==> config.mk <==
export PLATFORM = sky130hd
export DESIGN_NAME = display_scan_mux
export DESIGN_NICKNAME = d
export VERILOG_FILES = /design/src/rtl/display_pkg.sv /design/src/rtl/display_prescaler.sv /design/src/rtl/display_scan_mux.sv
export SDC_FILE = /design/constraint.sdc
export NUM_CORES = 1
export LEC_CHECK = 0
export BUFFER_PORTS_ARGS = -buffer_cell sky130_fd_sc_hd__buf_2
export CAP_MARGIN = 10
export CORE_ASPECT_RATIO = 1.1
export CORE_MARGIN = 2
export CORE_UTILIZATION = 35
export CTS_BUF_LIST = sky130_fd_sc_hd__clkbuf_4 sky130_fd_sc_hd__clkbuf_8 sky130_fd_sc_hd__clkbuf_16
export DETAILED_ROUTE_END_ITERATION = 12
export PLACE_DENSITY = 0.57
export SETUP_SLACK_MARGIN = 0.3
export SYNTH_ARGS = -nofsm -noshare
export SYNTH_HDL_FRONTEND = slang
export SYNTH_HIERARCHICAL = 1
export SYNTH_SLANG_ARGS = --single-unit
export TNS_END_PERCENT = 20
==> constraint.sdc <==
create_clock -name clk -period 2.4 [get_ports clk]
set_clock_uncertainty 0.05 [all_clocks]
set_input_delay 0.48 -clock clk [delete_from_list [all_inputs] [get_ports clk]]
set_output_delay 0.48 -clock clk [all_outputs]
set_load 0.05 [all_outputs]
==> src/rtl/display_pkg.sv <==
// Shared constants, scan-index enum and leading-zero helper for the
// seven-segment display path.
package display_pkg;

    localparam int NUM_DIGITS = 4;
    localparam int DIGIT_W = 4;
    localparam logic [NUM_DIGITS-1:0] ANODE_OFF = 4'b1111;

    typedef enum logic [1:0] {
        IDX0 = 2'd0,
        IDX1 = 2'd1,
        IDX2 = 2'd2,
        IDX3 = 2'd3
    } scan_idx_e;

    // Bit i set when nibble i and every nibble above it are zero; digit 0 is never blanked.
    function automatic logic [NUM_DIGITS-1:0] lz_blank_mask(input logic [15:0] v);
        logic [NUM_DIGITS-1:0] m;
        logic zero_above;
        m = '0;
        zero_above = 1'b1;
        for (int i = NUM_DIGITS - 1; i >= 1; i--) begin
            zero_above = zero_above && (v[i*DIGIT_W +: DIGIT_W] == 4'h0);
            m[i] = zero_above;
        end
        return m;
    endfunction

endpackage

==> src/rtl/display_prescaler.sv <==
// Free-running divider: tick is high for one cycle out of every REFRESH_DIV.
module display_prescaler #(
    parameter int REFRESH_DIV = 50000
) (
    input  logic clk,
    input  logic rst_n,
    output logic tick
);

    localparam int CW = $clog2(REFRESH_DIV);
    localparam logic [CW-1:0] LAST = CW'(REFRESH_DIV - 1);

    logic [CW-1:0] count;

    assign tick = (count == LAST);

    always_ff @(posedge clk) begin
        if (!rst_n) begin
            count <= '0;
        end else if (tick) begin
            count <= '0;
        end else begin
            count <= count + CW'(1);
        end
    end

endmodule

==> src/rtl/display_scan_mux.sv <==
// Four-digit scanner: double-buffered value, committed only at the frame
// boundary, with registered digit/anode/dp outputs and leading-zero blanking.
module display_scan_mux
    import display_pkg::*;
#(
    parameter int REFRESH_DIV = 50000
) (
    input  logic        clk,
    input  logic        rst_n,
    input  logic [15:0] value,
    input  logic        load,
    input  logic        blank_lz,
    input  logic [3:0]  dp_en,
    output logic [3:0]  digit,
    output logic [3:0]  anode,
    output logic        dp,
    output logic        frame_start
);

    logic tick;

    display_prescaler #(.REFRESH_DIV(REFRESH_DIV)) u_prescaler (
        .clk   (clk),
        .rst_n (rst_n),
        .tick  (tick)
    );

    scan_idx_e   idx, idx_nxt;
    logic [15:0] shadow, shadow_nxt, disp, disp_nxt;
    logic [3:0]  shadow_dp, shadow_dp_nxt, disp_dp, disp_dp_nxt;
    logic        pending, pending_nxt;
    logic [3:0]  digit_nxt, anode_nxt, blank;
    logic        dp_nxt, frame_start_nxt;
    logic        wrap, commit;

    always_comb begin
        idx_nxt         = idx;
        shadow_nxt      = shadow;
        shadow_dp_nxt   = shadow_dp;
        disp_nxt        = disp;
        disp_dp_nxt     = disp_dp;
        pending_nxt     = pending;
        digit_nxt       = digit;
        anode_nxt       = anode;
        dp_nxt          = dp;
        wrap            = tick && (idx == IDX3);
        commit          = wrap && (pending || load);
        frame_start_nxt = wrap;

        if (load) begin
            shadow_nxt    = value;
            shadow_dp_nxt = dp_en;
            pending_nxt   = 1'b1;
        end
        // A load landing on the wrap tick goes straight to the display.
        if (commit) begin
            disp_nxt    = load ? value : shadow;
            disp_dp_nxt = load ? dp_en : shadow_dp;
            pending_nxt = 1'b0;
        end

        blank = blank_lz ? lz_blank_mask(disp_nxt) : '0;

        if (tick) begin
            idx_nxt   = scan_idx_e'(idx + 2'd1);
            digit_nxt = disp_nxt[int'(idx_nxt)*DIGIT_W +: DIGIT_W];
            if (blank[idx_nxt]) begin
                anode_nxt = ANODE_OFF;
                dp_nxt    = 1'b1;
            end else begin
                anode_nxt = ~(4'b0001 << idx_nxt);
                dp_nxt    = ~disp_dp_nxt[idx_nxt];
            end
        end
    end

    always_ff @(posedge clk) begin
        if (!rst_n) begin
            idx         <= IDX0;
            shadow      <= '0;
            shadow_dp   <= '0;
            disp        <= '0;
            disp_dp     <= '0;
            pending     <= 1'b0;
            digit       <= 4'h0;
            anode       <= ANODE_OFF;
            dp          <= 1'b1;
            frame_start <= 1'b0;
        end else begin
            idx         <= idx_nxt;
            shadow      <= shadow_nxt;
            shadow_dp   <= shadow_dp_nxt;
            disp        <= disp_nxt;
            disp_dp     <= disp_dp_nxt;
            pending     <= pending_nxt;
            digit       <= digit_nxt;
            anode       <= anode_nxt;
            dp          <= dp_nxt;
            frame_start <= frame_start_nxt;
        end
    end

endmodule

Yosys cells after proc, flatten, opt, wreduce, memory -nomap -nowiden
Cells that the tools add are included.

word-level totals
  logic and storage cells = 42
  input bits = 24
  memory bits (read-only) = 0
  bits in writable memories = 0
  output and inout port bits = 10
  bits in latches = 0
  bits in registers = 69
  memories = 0

cells by class
  equality and inequality tests = 2
  shift-type cells = 2
  reduce and logical (&&, ||, !) cells = 10
  bitwise logic cells = 3
  divide/modulo/power cells = 0
  $mul = 0
  muxes and demuxes = 11
  $add $sub $neg = 2
  $lt $le $gt $ge = 1

operator list
  cell                                                                          number
  16-bit two-way mux                                                            2
  16-bit by 1-bit adder with 16-bit output, second input constant               1
  16-bit equality test, second input constant                                   1
  4-bit two-way mux                                                             4
  16-bit by 5-bit variable part select with 4-bit output                        1
  4-bit zero test                                                               3
  1-bit binary-select mux with 2-bit select                                     2
  1-bit logical AND                                                             4
  4-bit inverter                                                                1
  2-bit OR reduction                                                            2
  1-bit by 2-bit left shift with 4-bit output, first input constant             1
  2-bit by 3-bit less-than comparator with 1-bit output, second input constant  1
  1-bit two-way mux                                                             3
  2-bit by 1-bit adder with 2-bit output, second input constant                 1
  2-bit equality test, second input constant                                    1
  1-bit inverter                                                                2
  1-bit logical OR                                                              1

Longest topological paths before layout
Gate-level depths: netlist of run 1.

  depth in word-level cells = 11
  mapped depth = 13
  depth with buffers taken out = 10

Modules after synthesis
Netlist of run 1, hierarchy kept.

modules (own cells, without submodules)
  module             area each (um2)  times used  cells an instance  sequential area each (um2)
  display_scan_mux   2,294.7          1           226                1,061.0
  display_prescaler  789.5            1           79                 320.3

Worst setup path after synthesis of run 1
No wires, ideal clock.

  path type = register to register
  start = register u_prescaler.count[0]
  end = register anode[1]
  buffers on the path = 2
  required time = 2.273 ns
  setup slack = -0.270 ns
  arrival = 2.543 ns
  cell stages (with the launch flop) = 12
  period minus slack after synthesis = 2.670 ns
  library setup time = 0.077 ns
  cells stage by stage = dfxtp_1 > ha_1 > and3_1 > nand4_2 > inv_1 > buf_4 > o211ai_4 > buf_4 > a21oi_1 > a41oi_1 > or4_4 > a41oi_2

on the way
  word-level cells in the longest chain between the ends = 11
  elaborated cells on any way between the ends = 13
  classes of those cells = eq/ne (1); mux (5); reduce/logical (7)

ends and longest elaborated chain
  item                                       line                     source
  start: declaration                         display_prescaler.sv:13  logic [CW-1:0] count;
  start signal: assignment                   display_prescaler.sv:23  count <= count + CW'(1);
  16-bit equality test (*)                   display_prescaler.sv:15  assign tick = (count == LAST);
  named net tick                             display_scan_mux.sv:20   logic tick;
  1-bit logical AND                          display_scan_mux.sv:46   wrap = tick && (idx == IDX3);
  1-bit logical AND                          display_scan_mux.sv:47   commit = wrap && (pending || load);
  16-bit two-way mux                         display_scan_mux.sv:56   if (commit) begin
  4-bit zero test                            display_pkg.sv:23        zero_above = zero_above && (v[i*DIGIT_W +: DIGIT_W] == 4'h0);
  1-bit logical AND (2 in a row)             display_pkg.sv:23
  4-bit two-way mux                          display_scan_mux.sv:62   blank = blank_lz ? lz_blank_mask(disp_nxt) : '0;
  1-bit binary-select mux with 2-bit select  display_scan_mux.sv:67   if (blank[idx_nxt]) begin
  1-bit two-way mux (not written as such)    display_scan_mux.sv:67
  4-bit two-way mux                          display_scan_mux.sv:67
  end signal: assignment                     display_scan_mux.sv:97   anode <= anode_nxt;
  end: declaration                           display_scan_mux.sv:15   output logic [3:0] anode,

Mark *: on every way through the listed nets, which the timed path passes. The rest lies on a longest branch. The select of a mux whose other input is x is not followed.
A chain may end at the register's enable or synchronous reset.

Worst setup path in the final report of run 1
  start = register u_prescaler.count[5]
  end = register anode[2]

The elaborated chain is that of the path after synthesis.

==> results of run 1 <==
sequential cells by signal, indices dropped and copies added (netlist names):
register / cells
dp: 1
anode: 4
shadow: 16
pending: 1
disp_dp: 4
disp: 16
frame_start: 1
idx: 2
u_prescaler/count: 16
shadow_dp: 4
digit: 4
tightest hold or removal path, stage by stage:
cell     delay, ns
buf_2         0.07
mux2i_1       0.08
nor2b_1       0.10
power groups by stage:
stage               clock network [mW]  logic, mW  registers [mW]
floorplan                            0     0.0845            1.21
global placement                     0      0.132            1.21
detailed placement                   0      0.133            1.21
CTS                              0.922      0.134            1.18
global route                     0.984      0.149            1.18
finish                           0.894      0.132            1.18
metal layers:
metal,share of wire,vias up,GRT usage
li1,-,1153,-
met1,0.50,1054,0.1963
met2,0.45,34,0.2330
met3,0.033,7,0.03466
met4,0.013,0,0.05769
met5,0,-,0
Yosys cell counts (2+ instances only):
master	instances	area [um2]
nand3_1	5	25.02
nor3_1	5	25.02
nor2b_1	39	244.0
and2_1	7	43.79
a41oi_2	3	48.80
nand4_2	2	25.02
buf_4	2	15.01
nor2_1	37	138.9
and3_1	3	18.77
o21ai_0	3	15.01
xor2_1	4	35.03
buf_6	2	22.52
inv_1	8	30.03
nor2_2	2	12.51
nor3b_1	3	22.52
mux2i_1	24	240.2
o211a_1	2	20.02
and4bb_2	2	25.02
mux4_2	4	90.09
clkbuf_1	9	33.78
ha_1	5	62.56
nor4_2	4	50.05
nand2_1	6	22.52
a21oi_1	19	95.09
nor4_1	2	12.51
a22oi_1	2	15.01
dfxtp_1	69	1381
buf_2	4	20.02
xnor2_1	11	96.34
metrics by stage:
stage	instances	utilization	TNS, ns	area (um2)
2_1_floorplan	305	-	0	3176
3_3_place_gp	459	0.4262	0	3602
3_5_place_dp	459	0.4262	-0.01927	3602
4_1_cts	475	0.4499	-0.008794	3802
5_1_grt	475	0.4521	-1.087	3821
6_report	475	0.4521	-0.005878	3821
kinds of logic after synthesis:
logic type / Yosys count / share of synthesized area
AND/OR/NAND/NOR: 126 / 0.2487
flip-flops: 69 / 0.4479
AO/OA/AOI/OAI: 33 / 0.07830
multiplexers: 30 / 0.1205
buffers and inverters: 27 / 0.04178
XOR/XNOR: 15 / 0.04259
adder cells (fa/ha/maj): 5 / 0.02028
final cells by class:
| cell class | count | area, um2 | share of cell area |
|---|---|---|---|
| Inverter | 9 | 36.28 | 0.009496 |
| Sequential cell | 69 | 1390 | 0.3638 |
| Clock inverter | 1 | 5.005 | 0.001310 |
| Clock buffer | 14 | 180.2 | 0.04715 |
| Tap cell | 111 | 138.9 | 0.03635 |
| Timing Repair Buffer | 61 | 400.4 | 0.1048 |
| Multi-Input combinational cell | 210 | 1670 | 0.4371 |
final timing paths:
check / endpoint / start / slack (ns) / cells after the start
max: anode[2] / u_prescaler/count[5] / -0.006 / 9
min: shadow_dp[0] / dp_en[0] / 0.39 / 3
max reg2reg: anode[2] / u_prescaler/count[5] / -0.006 / 9
min reg2reg: digit[3] / digit[3] / 0.43 / 1
repair_timing:
item,in CTS,in global routing
pin swaps,1,1
setup endpoints to repair,8,8
resized for setup,1,4
cloned,1,0
==> results.json, run 1 <==
{
  "cts.reportedPaths.clkPinSlew_ns": 0.07,
  "hpwl_um": 4476,
  "ios": 34,
  "n_fill_cell": 843,
  "grt_pass1_vias": 2265,
  "route.detailed.drc": 0,
  "grt_pass1_wl_um": 10960,
  "postCtsSetupRepairBufs": 0,
  "slew_headroom": 0.5793,
  "hold_violations": 0,
  "comb_power_share": 0.060,
  "clock-sinks": 69,
  "worst_slack_ns": -0.005878,
  "setup_viol_count_final": 1,
  "vias_per_cell": 4.733,
  "crit_chain": "nor4b_4 > nand4_4 > inv_4 > o211ai_4 > buf_12 > a21oi_4 > nand3_1 > or4_4 > a41oi_2",
  "cts_tree": "yes",
  "clockBufferDepth": 2,
  "synth_flop_cell": "dfxtp_1",
  "drt_wl_total_um": 6381,
  "drive_above_1_share": 0.3324,
  "worstPathRequired_ns": 2.61,
  "p_int_mw": 1.714,
  "synthCells": 305,
  "nets": 389,
  "sw_frac_of_total": 0.2239,
  "critPathArrivalTime_ns": 2.61,
  "fin_total_pwr_mw": 2.208,
  "worst-path-buf-inv": 2,
  "drtAntennaViolNets": 0,
  "grt_max_degree": 41,
  "peakVddDrop_mv": 0.2203,
  "dp_slack_ns": -0.01264,
  "ys_warn_count": 6,
  "grt.overflow.total": 0,
  "ys_types": 46,
  "period_needed_ns": 2.406,
  "netlist_area_um2": 3084,
  "clkLatencyLatePin_ns": 0.34,
  "powerDensity_nw_per_um2": 577.9,
  "max_stage_delay_ns": 0.60,
  "vias": 2248,
  "post-route-period-util": 1.002,
  "antenna_found_initial": 0,
  "slowest_stage": "or4_4",
  "synth-edff-count": 0,
  "cts_htree_levels": 3,
  "root_buffer": "clkbuf_8",
  "drt-pass1-iter-count": 4,
  "rsz0062_at_grt": "yes",
  "numCtsBuffers": 9,
  "die_area_um2": 9580,
  "yosys_register_bits": 69,
  "cp-start-kind": "flop",
  "fmax_mhz": 415.6,
  "cp_max_fo": 16,
  "final_cell_mix": "dfxtp_1, nor2b_1, nor2_1, buf_2, buf_4",
  "post_drt_wl_per_cell_um": 13.43,
  "core_area_um2": 8452,
  "portBuffers": 33,
  "die_w_um": 93.51,
  "postSynthNetCount": 334,
  "drv_slew": 0,
  "violations": "negative setup slack",
  "place.gp.congestion": 0.7357,
  "status": "finished with violations",
  "crit_type": "flop to flop",
  "final_common_cell": "dfxtp_1",
  "max_slew.worst_pin.slew_ns": 0.6311,
  "drt_first_iter_violations": 70,
  "die_y_um": 102.5,
  "end_kind": "flop",
  "synthArstFlopShare": 0,
  "grt_usage": 0.1476,
  "seq_area_frac_synth": 0.4479,
  "initial_core_util": 0.3649,
  "crit_family": "simple AND/OR/NAND/NOR gates",
  "p_switching_uw": 494.4,
  "synth_area_per_cell_um2": 10.11,
  "p_leak_nw": 1.484,
  "hp-class": "input pin to flop",
  "antenna_cells": 0,
  "area_delta_synth_final_pct": 23.89,
  "rows": 35,
  "seqPwrFrac": 0.536,
  "power.share.clock": 0.405,
  "fin_hold_ws_ns": 0.3869,
  "cts_hold_buf": 0,
  "maxCapViolCount": 0
}
No activity file was read; power rests on OpenSTA's default activity.
==> run 2: changes to the inputs <==
- CORE_ASPECT_RATIO: 1.1 -> 1.2
==> results.json, run 2 (synthesized netlist as in run 1, its figures left out) <==
{
  "status": "finished clean",
  "fmax_mhz": 425.3,
  "antenna_cells": 0,
  "fin_cells": 494,
  "post_drt_wl_per_cell_um": 13.57,
  "drtAntennaViolNets": 0,
  "cp-start-kind": "flop",
  "route.detailed.drc": 0,
  "hp-class": "input pin to flop",
  "final_common_cell": "dfxtp_1",
  "final_cell_mix": "dfxtp_1, nor2b_1, buf_4, buf_2, nor2_1",
  "drive_above_1_share": 0.3687,
  "n_fill_cell": 833,
  "dp_slack_ns": -0.04343,
  "hpwl_um": 4776,
  "period_needed_ns": 2.351,
  "hold_violations": 0,
  "end_kind": "flop",
  "vias_per_cell": 4.698,
  "grt.overflow.total": 0,
  "fin_total_pwr_mw": 2.181,
  "setup_viol_count_final": 0,
  "largestRegisters": "disp: 16 flops, shadow: 16 flops, u_prescaler/count: 16 flops",
  "drt_first_iter_violations": 79,
  "powerDensity_nw_per_um2": 547.2,
  "cts_hold_buf": 0,
  "crit_type": "flop to flop",
  "core_area_um2": 8564,
  "cts_tree": "yes",
  "place.gp.congestion": 0.7465,
  "portBuffers": 33,
  "critPathArrivalTime_ns": 2.58,
  "die_w_um": 89.70,
  "initial_core_util": 0.3601,
  "clock-sinks": 69,
  "drv_slew": 0,
  "clockBufferDepth": 2,
  "routed.top_layer": "met4",
  "fin_hold_ws_ns": 0.3706,
  "cts.reportedPaths.clkPinSlew_ns": 0.07,
  "area_delta_synth_final_pct": 29.25,
  "p_leak_nw": 1.552,
  "drt-pass1-iter-count": 4,
  "clkLatencyLatePin_ns": 0.34,
  "wl_met1_um": 3005,
  "root_buffer": "clkbuf_8",
  "antenna_found_initial": 0,
  "grt_pass1_vias": 2285,
  "die_y_um": 106.8,
  "rows": 37,
  "cts_htree_levels": 3,
  "numCtsBuffers": 9,
  "nets": 401,
  "worstPathRequired_ns": 2.63,
  "grt_pass1_wl_um": 11030,
  "worst_slack_ns": 0.04888,
  "ios": 34,
  "dr_wl_met3_um": 243,
  "rsz0062_at_grt": "yes",
  "slew_headroom": 0.6636,
  "drt_wl_total_um": 6703,
  "max_slew.worst_pin.slew_ns": 0.5045,
  "peakVddDrop_mv": 0.2523,
  "die_area_um2": 9582,
  "cp_max_fo": 8,
  "vias": 2321,
  "place_inst": 471,
  "post-route-period-util": 0.9796,
  "wl_met2_um": 3345,
  "maxCapViolCount": 0,
  "grt_usage": 0.1529,
  "grt_max_degree": 32,
  "tns_ns": 0
}
[run 2: cell count changes in the layout (fill, tap and decap cells not counted), sizes merged]
cell / before / now
clkinvlp: 0 / 1
clkinv: 1 / 3
clkbuf: 14 / 12
buf: 61 / 73
[run 2: worst paths after layout]
path	start	endpoint	slack, ns	cells after the start
worst min register to register	digit[3]	digit[3]	0.43	1
worst min-delay path	dp_en[0]	shadow_dp[0]	0.37	3
worst max-delay path	u_prescaler/count[7]	digit[0]	0.05	11
worst max register to register	u_prescaler/count[7]	digit[0]	0.05	11
[run 2: through the flow]
step	util	cell area, um2
floorplan	-	3176
CTS	0.4622	3959
global route	0.4654	3986
finish	0.4654	3986
detailed placement	0.4282	3667
global placement	0.4282	3667
[run 2: cell type report]
cell class | instances | area (um2) | share of cell area
multi-input cells | 210 | 1714 | 0.4300
flip-flops and latches | 69 | 1390 | 0.3487
repair buffers | 73 | 518.0 | 0.1299
clock buffers | 12 | 158.9 | 0.03986
well taps | 117 | 146.4 | 0.03672
inverters | 9 | 36.28 | 0.009102
clock inverters | 4 | 22.52 | 0.005650
[run 2: power by group]
part / internal (mW) / switching, mW
registers: 1.17 / 0.0125
clock network: 0.438 / 0.423
logic: 0.0673 / 0.0709
total: 1.68 / 0.506
[run 2: critical path: stages, from the launching register on]
cell and delay, ns:
dfxtp_2 0.32, and4bb_2 0.34, nand4_4 0.12, inv_4 0.11, o211ai_4 0.15, buf_12 0.19
buf_8 0.13, nor2_1 0.09, a21oi_1 0.06, mux4_2 0.47, mux2i_1 0.13, and2_1 0.13
[run 2: repair_timing]
action | in CTS | in global routing
setup endpoints to repair | 8 | 8
resized for setup | 15 | 6
buffers inserted | 4 | 2
gates cloned | 1 | 0
pin swaps | 4 | 4
[run 2: metal layers]
layer,global-route usage,up-vias
met5,0,-
met4,0.05650,0
met3,0.04696,10
met2,0.2411,39
met1,0.1943,1094
li1,-,1178
==> run 3: changes to the inputs <==
- ABC_AREA: unset -> 1
==> results.json, run 3 <==
{
  "synth-edff-count": 0,
  "final_cell_mix": "nand2_1, nor2_1, dfxtp_1, inv_1, buf_2",
  "post_drt_wl_per_cell_um": 11.71,
  "powerDensity_nw_per_um2": 545.1,
  "fmax_mhz": 469.0,
  "yosys.area.top_type": "dfxtp_1",
  "rr_startpoint": "u_prescaler/count[0]",
  "clockBufferDepth": 2,
  "die_y_um": 106.6,
  "rows": 37,
  "synth_flop_cell": "dfxtp_1",
  "end_kind": "flop",
  "grt_pass1_vias": 2562,
  "netlist_area_um2": 3069,
  "vias_per_cell": 4.560,
  "post-route-period-util": 0.8884,
  "clkLatencyLatePin_ns": 0.34,
  "drt_first_iter_violations": 125,
  "slew_headroom": 0.6815,
  "drt-pass1-iter-count": 4,
  "cp_max_fo": 6,
  "route.detailed.drc": 0,
  "ys_warn_count": 6,
  "yosys_register_bits": 69,
  "worstPathRequired_ns": 2.63,
  "rsz0062_at_grt": "yes",
  "reg2regPathDepth": 13,
  "clock-sinks": 69,
  "grt_pass1_wl_um": 11880,
  "die_w_um": 89.49,
  "antenna_found_initial": 0,
  "r2r_end": "dp",
  "max_slew.worst_pin.slew_ns": 0.4728,
  "area_delta_synth_final_pct": 27.93,
  "hpwl_um": 5100,
  "synth_most_common_cell": "nand2_1",
  "grt_usage": 0.1615,
  "crit_type": "flop to flop",
  "portBuffers": 33,
  "postSynthNetCount": 475,
  "numCtsBuffers": 9,
  "synth_area_leaders": "dfxtp_1, nand2_1, nor2_1",
  "place.gp.congestion": 0.9221,
  "cts_tree": "yes",
  "vias": 2873,
  "initial_core_util": 0.3584,
  "largestRegisters": "disp: 16 flops, shadow: 16 flops, u_prescaler/count: 16 flops",
  "cp-start-kind": "flop",
  "ios": 34,
  "root_buffer": "clkbuf_8",
  "cts_htree_levels": 3,
  "yosys-top-cells-count": "nand2_1, nor2_1, dfxtp_1, inv_1, a21oi_1",
  "setup_viol_count_final": 0,
  "antenna_cells": 0,
  "critPathArrivalTime_ns": 2.36,
  "synth.top_cell.area_share": 0.4501,
  "seq_area_frac_synth": 0.4501,
  "tns_ns": 0,
  "core_area_um2": 8564,
  "worstHoldEndpoint": "shadow_dp[1]",
  "p_leak_nw": 1.748,
  "hold_violations": 0,
  "synthArstFlopShare": 0,
  "drt_wl_total_um": 7377,
  "synth_area_per_cell_um2": 6.882,
  "grt_max_degree": 41,
  "holdPathStages": 3,
  "die_area_um2": 9537,
  "drv_slew": 0,
  "synthCells": 446,
  "rrSetupSlack_ns": 0.27,
  "maxCapViolCount": 0,
  "peakVddDrop_mv": 0.2677,
  "hp-start": "dp_en[1]",
  "final_common_cell": "nand2_1",
  "period_needed_ns": 2.132,
  "drtAntennaViolNets": 0,
  "grt.overflow.total": 0,
  "cts_hold_buf": 0,
  "ys_types": 29,
  "nets": 539,
  "status": "finished clean",
  "cts.reportedPaths.clkPinSlew_ns": 0.07,
  "drive_above_1_share": 0.2495,
  "fin_total_pwr_mw": 2.140,
  "hp-class": "input pin to flop"
}
-- run 3: cell types whose count changed in the layout (fill, tap and decap cells not counted), moves of 10 or more --
cell / change
a21oi_1: +12
inv_1: +38
mux2i_1: -23
nand2_1: +120
nand3_1: +11
nor2_1: +38
nor2b_1: -39
o21ai_0: +10
xnor2_1: -10
-- run 3: critical path, stage by stage (launching register included) --
cell,delay [ns]
dfxtp_2,0.35
ha_4,0.15
nand3_4,0.07
or2_4,0.25
nor2_4,0.13
nand2_4,0.07
nor2_4,0.19
buf_12,0.16
nand2_4,0.05
o21ai_4,0.09
nand3_2,0.11
nor2_4,0.13
nand3_4,0.11
a21oi_2,0.14
-- run 3: layout make-up --
cell class,count,area [um2]
fill,909,4638
multi-input combinational,316,1587
sequential,69,1386
timing repair buffer,66,457.9
inverter,48,180.2
clock buffer,12,158.9
tap,117,146.4
clock inverter,2,10.01
-- run 3: what timing repair did --
item | in CTS | in global routing
setup buffers | 7 | 12
pin swaps | 4 | 15
gates cloned | 0 | 1
endpoints found under the hold margin | 0 | 0
setup endpoints to repair | 8 | 11
resized for setup | 4 | 36
-- run 3: worst max path at each step --
stage | from | endpoint | depth (start not counted)
final | u_prescaler/count[0] | dp | 13
after global routing | u_prescaler/count[0] | dp | 13
after CTS | u_prescaler/count[1] | dp | 13
after detailed placement | u_prescaler/count[0] | dp | 14
after global placement | u_prescaler/count[0] | dp | 14
after floorplan | u_prescaler/count[1] | anode[1] | 13
-- run 3: power breakdown --
group	internal [mW]	switching (mW)
registers	1.17	0.00959
logic	0.0521	0.0765
clock network	0.428	0.403
total	1.65	0.489
-- run 3: logic make-up after synthesis --
| group | share of synthesized area |
|---|---|
| compound gates | 0.09539 |
| xor+xnor | 0.01142 |
| fa+ha+maj | 0.02038 |
| buf+inv | 0.08275 |
| flops | 0.4501 |
| mux | 0.003261 |
| simple gates | 0.3367 |
-- run 3: routing by layer --
layer | vias to the layer above | global-route usage | wire, um
met5 | - | 0 | 0
met4 | 0 | 0.06077 | 184
met3 | 19 | 0.04003 | 293
met2 | 59 | 0.2667 | 3661
met1 | 1280 | 0.2003 | 3237
li1 | 1515 | - | -
-- run 3: metrics by stage --
stage | worst slack (ns) | hold slack, ns | instances | utilization | instance area (um2)
after global placement | 0.05743 | 0.3892 | 596 | 0.4019 | 3442
after floorplan | 0.3250 | 0.3779 | 446 | - | 3107
after detailed placement | 0.01568 | 0.4028 | 596 | 0.4019 | 3442
final | 0.2678 | 0.3611 | 630 | 0.4584 | 3926
after CTS | 0.3002 | 0.3513 | 617 | 0.4314 | 3695
after global routing | 0.1340 | 0.3544 | 630 | 0.4584 | 3926
